[config.mk]
export PLATFORM = sky130hd
export DESIGN_NAME = horizontal_tf_reader_flat
export DESIGN_NICKNAME = d
export VERILOG_FILES = /design/src/rtl/horizontal_tf_reader_if.sv /design/src/rtl/horizontal_tf_reader.sv /design/src/flat_wrapper.sv
export SDC_FILE = /design/constraint.sdc
export NUM_CORES = 2
export LEC_CHECK = 0
export CORE_AREA = 2 2 409 411
export CTS_CLUSTER_DIAMETER = 120
export DETAILED_ROUTE_END_ITERATION = 8
export DIE_AREA = 0 0 411 413
export SLEW_MARGIN = 15
export SYNTH_ARGS = -nofsm -noshare
export SYNTH_HDL_FRONTEND = slang
export SYNTH_SLANG_ARGS = --single-unit
[constraint.sdc]
create_clock -name clk -period 92.7 [get_ports clk]
set_input_delay 18.54 -clock clk [delete_from_list [all_inputs] [get_ports clk]]
set_output_delay 18.54 -clock clk [all_outputs]
set_load 0.02 [all_outputs]
[src/rtl/horizontal_tf_reader_if.sv]
// Bus bundle between the horizontal twiddle reader, its eight ROM banks and
// the radix-16 butterfly twiddle consumer.
interface horizontal_tf_reader_if #(
  parameter int P_WIDTH  = 64,
  parameter int SD_WIDTH = 128,
  parameter int A_WIDTH  = 4
);
  // ROM side (shared enable/address, per-bank read data)
  logic                rom_CEN;
  logic [A_WIDTH-1:0]  rom_addr;
  logic [P_WIDTH-1:0]  ROM0_in;
  logic [SD_WIDTH-1:0] ROM1_in;
  logic [SD_WIDTH-1:0] ROM2_in;
  logic [SD_WIDTH-1:0] ROM3_in;
  logic [SD_WIDTH-1:0] ROM4_in;
  logic [SD_WIDTH-1:0] ROM5_in;
  logic [SD_WIDTH-1:0] ROM6_in;
  logic [SD_WIDTH-1:0] ROM7_in;

  // Twiddle stream side
  logic [P_WIDTH-1:0]  tf_out;
  logic                tf_valid;
  logic                tf_ready;
  logic [3:0]          tf_idx;
  logic [A_WIDTH-1:0]  grp_idx;

  modport master (
    output rom_CEN, rom_addr, tf_out, tf_valid, tf_idx, grp_idx,
    input  ROM0_in, ROM1_in, ROM2_in, ROM3_in, ROM4_in, ROM5_in, ROM6_in,
           ROM7_in, tf_ready
  );

  modport slave (
    input  rom_CEN, rom_addr, tf_out, tf_valid, tf_idx, grp_idx,
    output ROM0_in, ROM1_in, ROM2_in, ROM3_in, ROM4_in, ROM5_in, ROM6_in,
           ROM7_in, tf_ready
  );
endinterface

[src/rtl/horizontal_tf_reader.sv]
// Horizontal twiddle reader: sweeps the ROM bank addresses, captures one
// entry from all eight banks per address and streams the 15 unpacked
// twiddles (tf1..tf15) over a valid/ready handshake.
module horizontal_tf_reader #(
  parameter int P_WIDTH  = 64,
  parameter int SD_WIDTH = 128,
  parameter int A_WIDTH  = 4,
  parameter int NUM_ADDR = 16,
  parameter int ROM_LAT  = 1
) (
  input  logic                   clk,
  input  logic                   rst_n,   // active-high asynchronous reset
  input  logic                   start,
  horizontal_tf_reader_if.master bus,
  output logic                   busy,
  output logic                   done
);

  localparam int BUF_W = P_WIDTH + 7 * SD_WIDTH;
  localparam int CNT_W = (ROM_LAT > 1) ? $clog2(ROM_LAT) : 1;
  localparam logic [A_WIDTH-1:0] LAST_ADDR = A_WIDTH'(NUM_ADDR - 1);
  localparam logic [CNT_W-1:0]   LAST_WAIT = CNT_W'(ROM_LAT - 1);

  typedef enum logic [1:0] {IDLE = 2'd0, REQ = 2'd1, WAIT = 2'd2, SEND = 2'd3} state_t;

  state_t             state_r,    state_s;
  logic               start_r,    start_s;    // run request seen in IDLE
  logic [A_WIDTH-1:0] addr_r,     addr_s;
  logic [CNT_W-1:0]   wait_r,     wait_s;
  logic [BUF_W-1:0]   buf_r,      buf_s;
  logic               cen_r,      cen_s;
  logic [P_WIDTH-1:0] tf_out_r,   tf_out_s;
  logic               tf_valid_r, tf_valid_s;
  logic [3:0]         tf_idx_r,   tf_idx_s;
  logic [A_WIDTH-1:0] grp_r,      grp_s;
  logic               busy_r,     busy_s;
  logic               done_r,     done_s;

  logic [P_WIDTH-1:0] beat_s [16];
  logic [3:0]         idx_inc_s;

  // Slice the captured entry into beats; beat i sits at word i-1 of the buffer.
  always_comb begin
    beat_s[0] = '0;
    for (int i = 1; i < 16; i++) begin
      beat_s[i] = buf_r[(i-1)*P_WIDTH +: P_WIDTH];
    end
  end

  // Next-state and next-output logic for the sweep/capture/serialise FSM.
  always_comb begin
    state_s    = state_r;
    start_s    = start_r;
    addr_s     = addr_r;
    wait_s     = wait_r;
    buf_s      = buf_r;
    cen_s      = cen_r;
    tf_out_s   = tf_out_r;
    tf_valid_s = tf_valid_r;
    tf_idx_s   = tf_idx_r;
    grp_s      = grp_r;
    busy_s     = busy_r;
    done_s     = 1'b0;
    idx_inc_s  = tf_idx_r + 4'd1;
    case (state_r)
      IDLE: begin
        busy_s = 1'b0;
        if (start_r) begin
          state_s = REQ;
          start_s = 1'b0;
          addr_s  = '0;
          cen_s   = 1'b0;
          busy_s  = 1'b1;
        end else if (start) begin
          start_s = 1'b1;
        end else begin
          start_s = 1'b0;
        end
      end
      REQ: begin
        cen_s   = 1'b1;
        wait_s  = '0;
        state_s = WAIT;
      end
      WAIT: begin
        if (wait_r == LAST_WAIT) begin
          buf_s      = {bus.ROM7_in, bus.ROM6_in, bus.ROM5_in, bus.ROM4_in,
                        bus.ROM3_in, bus.ROM2_in, bus.ROM1_in, bus.ROM0_in};
          tf_out_s   = bus.ROM0_in;
          tf_idx_s   = 4'd1;
          tf_valid_s = 1'b1;
          grp_s      = addr_r;
          state_s    = SEND;
        end else begin
          wait_s = wait_r + CNT_W'(1);
        end
      end
      SEND: begin
        if (tf_valid_r && bus.tf_ready) begin
          if (tf_idx_r == 4'd15) begin
            tf_valid_s = 1'b0;
            // Stop at the final address rather than letting addr wrap.
            if (addr_r != LAST_ADDR) begin
              addr_s  = addr_r + A_WIDTH'(1);
              cen_s   = 1'b0;
              state_s = REQ;
            end else begin
              done_s  = 1'b1;
              state_s = IDLE;
            end
          end else begin
            tf_idx_s = idx_inc_s;
            tf_out_s = beat_s[idx_inc_s];
          end
        end else begin
          tf_idx_s = tf_idx_r;
        end
      end
      default: begin
        state_s = IDLE;
      end
    endcase
  end

  // State and output registers; reset asynchronously forces the idle values.
  always_ff @(posedge clk or posedge rst_n) begin
    if (rst_n) begin
      state_r    <= IDLE;
      start_r    <= 1'b0;
      addr_r     <= '0;
      wait_r     <= '0;
      buf_r      <= '0;
      cen_r      <= 1'b1;
      tf_out_r   <= '0;
      tf_valid_r <= 1'b0;
      tf_idx_r   <= 4'd0;
      grp_r      <= '0;
      busy_r     <= 1'b0;
      done_r     <= 1'b0;
    end else begin
      state_r    <= state_s;
      start_r    <= start_s;
      addr_r     <= addr_s;
      wait_r     <= wait_s;
      buf_r      <= buf_s;
      cen_r      <= cen_s;
      tf_out_r   <= tf_out_s;
      tf_valid_r <= tf_valid_s;
      tf_idx_r   <= tf_idx_s;
      grp_r      <= grp_s;
      busy_r     <= busy_s;
      done_r     <= done_s;
    end
  end

  assign bus.rom_CEN  = cen_r;
  assign bus.rom_addr = addr_r;
  assign bus.tf_out   = tf_out_r;
  assign bus.tf_valid = tf_valid_r;
  assign bus.tf_idx   = tf_idx_r;
  assign bus.grp_idx  = grp_r;
  assign busy         = busy_r;
  assign done         = done_r;

endmodule

[src/flat_wrapper.sv]
// flat-port wrapper written by rule: the top's interface ports become plain ports
module horizontal_tf_reader_flat 
#(
  parameter int P_WIDTH  = 64,
  parameter int SD_WIDTH = 128,
  parameter int A_WIDTH  = 4,
  parameter int NUM_ADDR = 16,
  parameter int ROM_LAT  = 1
)
  (clk, rst_n, start, busy, done, bus_rom_CEN, bus_rom_addr, bus_tf_out, bus_tf_valid, bus_tf_idx, bus_grp_idx, bus_ROM0_in, bus_ROM1_in, bus_ROM2_in, bus_ROM3_in, bus_ROM4_in, bus_ROM5_in, bus_ROM6_in, bus_ROM7_in, bus_tf_ready);
  horizontal_tf_reader_if #(.P_WIDTH(P_WIDTH), .SD_WIDTH(SD_WIDTH), .A_WIDTH(A_WIDTH)) bus_i ();
  input  logic clk;
  input  logic rst_n;
  input  logic start;
  output logic busy;
  output logic done;
  output wire logic [$bits(bus_i.rom_CEN)-1:0] bus_rom_CEN;
  output wire logic [$bits(bus_i.rom_addr)-1:0] bus_rom_addr;
  output wire logic [$bits(bus_i.tf_out)-1:0] bus_tf_out;
  output wire logic [$bits(bus_i.tf_valid)-1:0] bus_tf_valid;
  output wire logic [$bits(bus_i.tf_idx)-1:0] bus_tf_idx;
  output wire logic [$bits(bus_i.grp_idx)-1:0] bus_grp_idx;
  input wire logic [$bits(bus_i.ROM0_in)-1:0] bus_ROM0_in;
  input wire logic [$bits(bus_i.ROM1_in)-1:0] bus_ROM1_in;
  input wire logic [$bits(bus_i.ROM2_in)-1:0] bus_ROM2_in;
  input wire logic [$bits(bus_i.ROM3_in)-1:0] bus_ROM3_in;
  input wire logic [$bits(bus_i.ROM4_in)-1:0] bus_ROM4_in;
  input wire logic [$bits(bus_i.ROM5_in)-1:0] bus_ROM5_in;
  input wire logic [$bits(bus_i.ROM6_in)-1:0] bus_ROM6_in;
  input wire logic [$bits(bus_i.ROM7_in)-1:0] bus_ROM7_in;
  input wire logic [$bits(bus_i.tf_ready)-1:0] bus_tf_ready;
  assign bus_rom_CEN = bus_i.rom_CEN;
  assign bus_rom_addr = bus_i.rom_addr;
  assign bus_tf_out = bus_i.tf_out;
  assign bus_tf_valid = bus_i.tf_valid;
  assign bus_tf_idx = bus_i.tf_idx;
  assign bus_grp_idx = bus_i.grp_idx;
  assign bus_i.ROM0_in = bus_ROM0_in;
  assign bus_i.ROM1_in = bus_ROM1_in;
  assign bus_i.ROM2_in = bus_ROM2_in;
  assign bus_i.ROM3_in = bus_ROM3_in;
  assign bus_i.ROM4_in = bus_ROM4_in;
  assign bus_i.ROM5_in = bus_ROM5_in;
  assign bus_i.ROM6_in = bus_ROM6_in;
  assign bus_i.ROM7_in = bus_ROM7_in;
  assign bus_i.tf_ready = bus_tf_ready;
  horizontal_tf_reader #(.P_WIDTH(P_WIDTH), .SD_WIDTH(SD_WIDTH), .A_WIDTH(A_WIDTH), .NUM_ADDR(NUM_ADDR), .ROM_LAT(ROM_LAT)) u_core (.clk(clk), .rst_n(rst_n), .start(start), .bus(bus_i), .busy(busy), .done(done));
endmodule
**Word level (Yosys, flattened, before mapping)**

Cells that the tools add are included.

- Flip-flop bits (word level): 1044
- Word-level logic and storage cells: 81
- Output and inout bits: 80

- Muxes and demuxes: 40
- $add $sub $neg: 3
- Bitwise operators: 2
- Reduce and logical (&&, ||, !) cells: 12
- Order comparisons: 1
- Equality and inequality tests: 11

Operators with widths:

| kind | count |
|---|---|
| 2-to-1 mux 64 bit | 5 |
| binary-select mux 64 bit (select 4 bit) | 1 |
| one-hot mux 64 bit (2 select lines) | 1 |
| 2-to-1 mux 4 bit | 7 |
| 2-to-1 mux 1 bit | 16 |
| one-hot mux 4 bit (2 select lines) | 2 |
| AND reduction 4 bit | 3 |
| AND reduction 5 bit | 2 |
| adder 4 x 1 -> 4 bit (second input constant) | 2 |
| 2-to-1 mux 2 bit | 4 |
| inequality test 2 x 1 -> 1 bit (second input constant) | 4 |
| one-hot mux 2 bit (4 select lines) | 1 |
| nonzero test 2 bit | 3 |
| >= comparator 5 bit (second input constant) | 1 |
| NOT 4 -> 5 bit | 1 |
| == test 2 bit (second input constant) | 2 |
| == test 4 bit (second input constant) | 1 |
| inequality test 2 bit (second input constant) | 2 |
| inequality test 4 bit (second input constant) | 1 |
| one-hot mux 1 bit (2 select lines) | 2 |
| one-hot mux 1 bit (3 select lines) | 1 |
| nonzero test 3 bit | 1 |
| == test 2 x 1 -> 1 bit (second input constant) | 1 |
| logical NOT 2 bit | 1 |
| 4 further kinds | 4 |

**Logic depth before layout (Yosys ltp)**

- Depth in word-level cells: 8
- Mapped depth: 10
- Gate-level depth less buffers: 6

**Worst setup path before layout**

OpenSTA, ideal clock, no wires.

- Path type: input to register
- From: input bus_tf_ready
- To: register u_core.tf_out_r[0], in the netlist u_core.bus.tf_out[0]
- Library setup time: 0.129 ns
- Required time: 92.571 ns
- Slack: 72.887 ns
- Stages on the path: 6
- Path buffers: 2
- Arrival: 19.684 ns
- Cell sequence: and3_1 -> nand2_1 -> buf_2 -> clkbuf_1 -> a2111oi_0 -> a2111o_1

- Longest elaborated chain between the ends: 3

RTL lines:

| what | line | source |
|---|---|---|
| start: declaration | flat_wrapper.sv:31 | `input wire logic [$bits(bus_i.tf_ready)-1:0] bus_tf_ready;` |
| logical AND 1 bit | horizontal_tf_reader.sv:99 | `if (tf_valid_r && bus.tf_ready) begin` |
| inequality test 2 x 1 -> 1 bit (no source line) | n/a |  |
| AND reduction 4 bit (no source line) | n/a |  |
| end signal: assignment | horizontal_tf_reader.sv:147 | `tf_out_r <= tf_out_s;` |
| end: declaration | horizontal_tf_reader.sv:32 | `logic [P_WIDTH-1:0] tf_out_r, tf_out_s;` |

No other way between the ends.
A chain may end at the register's enable or synchronous reset.

==> impl_metrics.csv <==
group,metric,value,unit
clock_tree,cts_post_setup_buffers_inserted,0,
clock_tree,clk_path_buf_depth,3,
clock_tree,worst_skew_pair_later_pin_latency,740,ps
clock_tree,cts.clk_slew.worst_paths,60,ps
detailed_routing,drt-pass1-iter-count,5,
power_and_ir_drop,internal-power,1.49,mW
min_path,worst_hold_path.num_cells,2,
placed_design,hpwl_after_detailed_placement,131000,um
power_and_ir_drop,power.switching_fraction,35.0,%
power_and_ir_drop,seq_power_share,36.0,%
grt,first_global_vias,33200,
placed_design,port-buffer-count,1043,
setup_path,endpoint_kind,"asynchronous set/reset pin",
detailed_routing,drc_errors,0,
floorplan,boundaryPins,1044,
detailed_routing,drt.antenna.violating_nets,0,
detailed_routing,route.vias.total,32100,
clock_tree,clock_sinks,1043,
power_and_ir_drop,share_comb_of_total_power,44.0,%
setup_path,worst_ep_arrival_time,22050,ps
power_and_ir_drop,design_power_total,2.29,mW
power_and_ir_drop,powerDensity,36.1,nW/um^2
detailed_routing,wl_per_cell,27.5,um
synth,post_synth.cell_area_avg,14.9,um^2
finish,fraction_of_layout_cells_with_a_size_suffix_above_1,33.0,%
sta,final.setup.tns,0,ps
sta,max-slew-margin-rel,19.5,%
sta,timing.final.max_slew_violations,0,
floorplan,chip_width,411,um
finish,layout_common_cells,"sky130_fd_sc_hd__clkdlybuf4s50_1 (1043), sky130_fd_sc_hd__dfrtp_1 (1041), sky130_fd_sc_hd__mux2_2 (968)",
sta,timing.final.crit_share,23.0,%
placed_design,globalplace.congestion,0.831,
outcome,status,"finished clean",
setup_path,critPathRequiredTime,93410,ps
grt,grt_max_degree,154,
clock_tree,cts.repair.resized,0,
grt,grt_overflow_total,0,
finish,layout.cells.most_common,"sky130_fd_sc_hd__clkdlybuf4s50_1",
synth,synth_cell_type_count,38,
finish,filler_cell_count,15800,
clock_tree,cts_tree,"done",
power_and_ir_drop,p_leak,25.2,nW
synth,sequential_cell_area_fraction_in_the_yosys_report,55.4,%
detailed_routing,viasPerCell,4.97,
placed_design,placement.cell_area,59800,um^2
sta,unrepaired_setup_endpoints_after_global_routing,"no",
grt,grt.total_usage,20.3,%
sta,setup_viol_count_final,0,
synth,synthesis.nets,4142,
flow_run,timing.max_cap.violations,0,
finish,final_cell_area,63600,um^2
synth,number_of_warning_messages_in_the_yosys_log,0,
floorplan,design.core.area,166000,um^2
finish,multiInputGateArea,20000,um^2
sta,clock_skew_after_layout,36.4,ps
setup_path,worstRegToRegCells,7,
grt,grt_antenna_before_repair,92,
finish,regArea,26100,um^2
sta,tightest_slew,1170,ps
setup_path,timing.critical_path.from_type,"input port",
grt,first_pass_grt_wire_length,247000,um
power_and_ir_drop,clockPowerShare,20.0,%
clock_tree,cts_hold_buf,0,
power_and_ir_drop,switching_power_total,0.804,mW
sta,fmaxAchievable,46.9,MHz
clock_tree,root_buffer,"sky130_fd_sc_hd__clkbuf_16",
synth,syn-instance-count,3170,
finish,num-nets-final,5102,
setup_path,path_class,"in2async",
floorplan,fp.dieArea,170000,um^2
min_path,hold_path.class,"reg2reg",
finish,flow.area_growth_from_synthesis,35.1,%
sta,period_needed,21340,ps
clock_tree,num_cts_buffers,117,
synth,synth_seq_cells,1043,
floorplan,row_count,150,
detailed_routing,wirelength,178000,um
power_and_ir_drop,ir_worst_vdd,0.0250,mV
floorplan,initial_utilization,28.4,%
clock_tree,htreeDepth,3,
synth,area_of_the_mapped_netlist,47100,um^2
detailed_routing,first_iter_violations,2356,
floorplan,chipHeight,413,um
sta,timing.final.hold_violations,0,
setup_path,path_max_fanout,95,
## area by class of cell
type,instances,share of cell area (%)
Timing Repair Buffer,1095,17.2
Inverter,6,0.0492
Tap cell,2204,4.33
Clock buffer,190,5.59
Antenna cell,40,0.157
Clock inverter,17,0.285
Multi-Input combinational cell,1867,31.4
Sequential cell,1043,41.0
## metal layers
metal	global-route usage [%]	vias up	wire, um
met5	0	-	327
met4	5.69	56	4520
met3	6.53	272	14800
met2	31.5	1102	81900
met1	27.2	16900	76400
li1	-	13800	-
## cells in the mapped netlist (all sizes together)
| cell | count | area share [%] |
|---|---|---|
| a22oi | 1 | 0.016 |
| inv | 6 | 0.048 |
| mux2 | 968 | 23 |
| xor2 | 2 | 0.053 |
| mux2i | 39 | 0.83 |
| nor2 | 19 | 0.15 |
| clkbuf | 186 | 1.5 |
| xnor2 | 2 | 0.037 |
| nor3b | 64 | 1.0 |
| a21oi | 94 | 1.0 |
| nor3 | 20 | 0.21 |
| and2 | 1 | 0.013 |
| a211oi | 2 | 0.032 |
| o21ai | 10 | 0.11 |
| a221oi | 45 | 0.84 |
| and3 | 48 | 0.64 |
| dfstp | 1 | 0.056 |
| nand3 | 5 | 0.053 |
| a2bb2oi | 20 | 0.37 |
| ha | 8 | 0.21 |
| a21boi | 1 | 0.016 |
| a211o | 45 | 0.84 |
| a22o | 1 | 0.019 |
| dfrtp | 1042 | 55 |
| nand3b | 1 | 0.016 |
| o31ai | 45 | 0.72 |
| a2111oi | 20 | 0.39 |
| nand4 | 1 | 0.013 |
| nand2 | 146 | 1.2 |
| buf | 68 | 0.86 |
| nor2b | 48 | 0.64 |
| mux4 | 192 | 9.2 |
| a2111o | 19 | 0.45 |
## cells by family after synthesis
kind of cell / count (synthesis) / synth area share (%)
mux: 1199 / 33.2
flops: 1043 / 55.4
simple gates: 353 / 3.92
compound gates: 303 / 4.79
buf+inv: 260 / 2.39
fa+ha+maj: 8 / 0.213
xor+xnor: 4 / 0.0904
## critical path, stage by stage
cell                              delay, ps
sky130_fd_sc_hd__clkdlybuf4s50_1        490
sky130_fd_sc_hd__inv_8                  490
sky130_fd_sc_hd__buf_4                  700
sky130_fd_sc_hd__buf_4                  750
sky130_fd_sc_hd__buf_4                  860
## power by group through the flow
stage	clock network [mW]	logic, mW	registers [mW]
floorplan	0	0.694	0.801
global placement	0	1.01	0.821
detailed placement	0	1.02	0.831
CTS	0.472	1.02	0.823
global route	0.490	1.08	0.851
finish	0.460	1.01	0.825
## path summary, 6_finish.rpt
check	start	end	slack, ps
worst max register to register	u_core.state_r[0]$_DFFE_PP0P_	u_core.buf_r[340]$_DFFE_PP0P_	87360
worst min-delay path	u_core.bus.tf_out[52]$_DFFE_PP0P_	u_core.bus.tf_out[52]$_DFFE_PP0P_	490
worst min register to register	u_core.bus.tf_out[52]$_DFFE_PP0P_	u_core.bus.tf_out[52]$_DFFE_PP0P_	490
min in group asynchronous	rst_n	u_core.buf_r[899]$_DFFE_PP0P_	18330
max in group clk	u_core.bus.tf_idx[3]$_DFFE_PP0P_	bus_tf_idx[3]	72050
worst max-delay path	rst_n	u_core.bus.tf_out[40]$_DFFE_PP0P_	71360
## registers in the layout, summed over array words and instances (netlist names)
signal and count:
u_core.buf_r 960, u_core.bus.grp_idx 4, u_core.bus.rom_CEN 1, u_core.bus.rom_addr 4, u_core.bus.tf_idx 4, u_core.bus.tf_out 64, u_core.bus.tf_valid 1, u_core.busy 1
u_core.done 1, u_core.start_r 1, u_core.state_r 2
## through the flow
stage               std cells  utilization, %  hold WS (ps)  worst slack, ps
global placement         6215            36.0           476            70520
CTS                      6422            38.3           493            71260
global route             6450            38.3           507            70840
finish                   6462            38.3           487            71360
floorplan                3170               -           473            44810
detailed placement       6215            36.0           482            70450
Note: power is estimated with default switching activity, not from simulation.
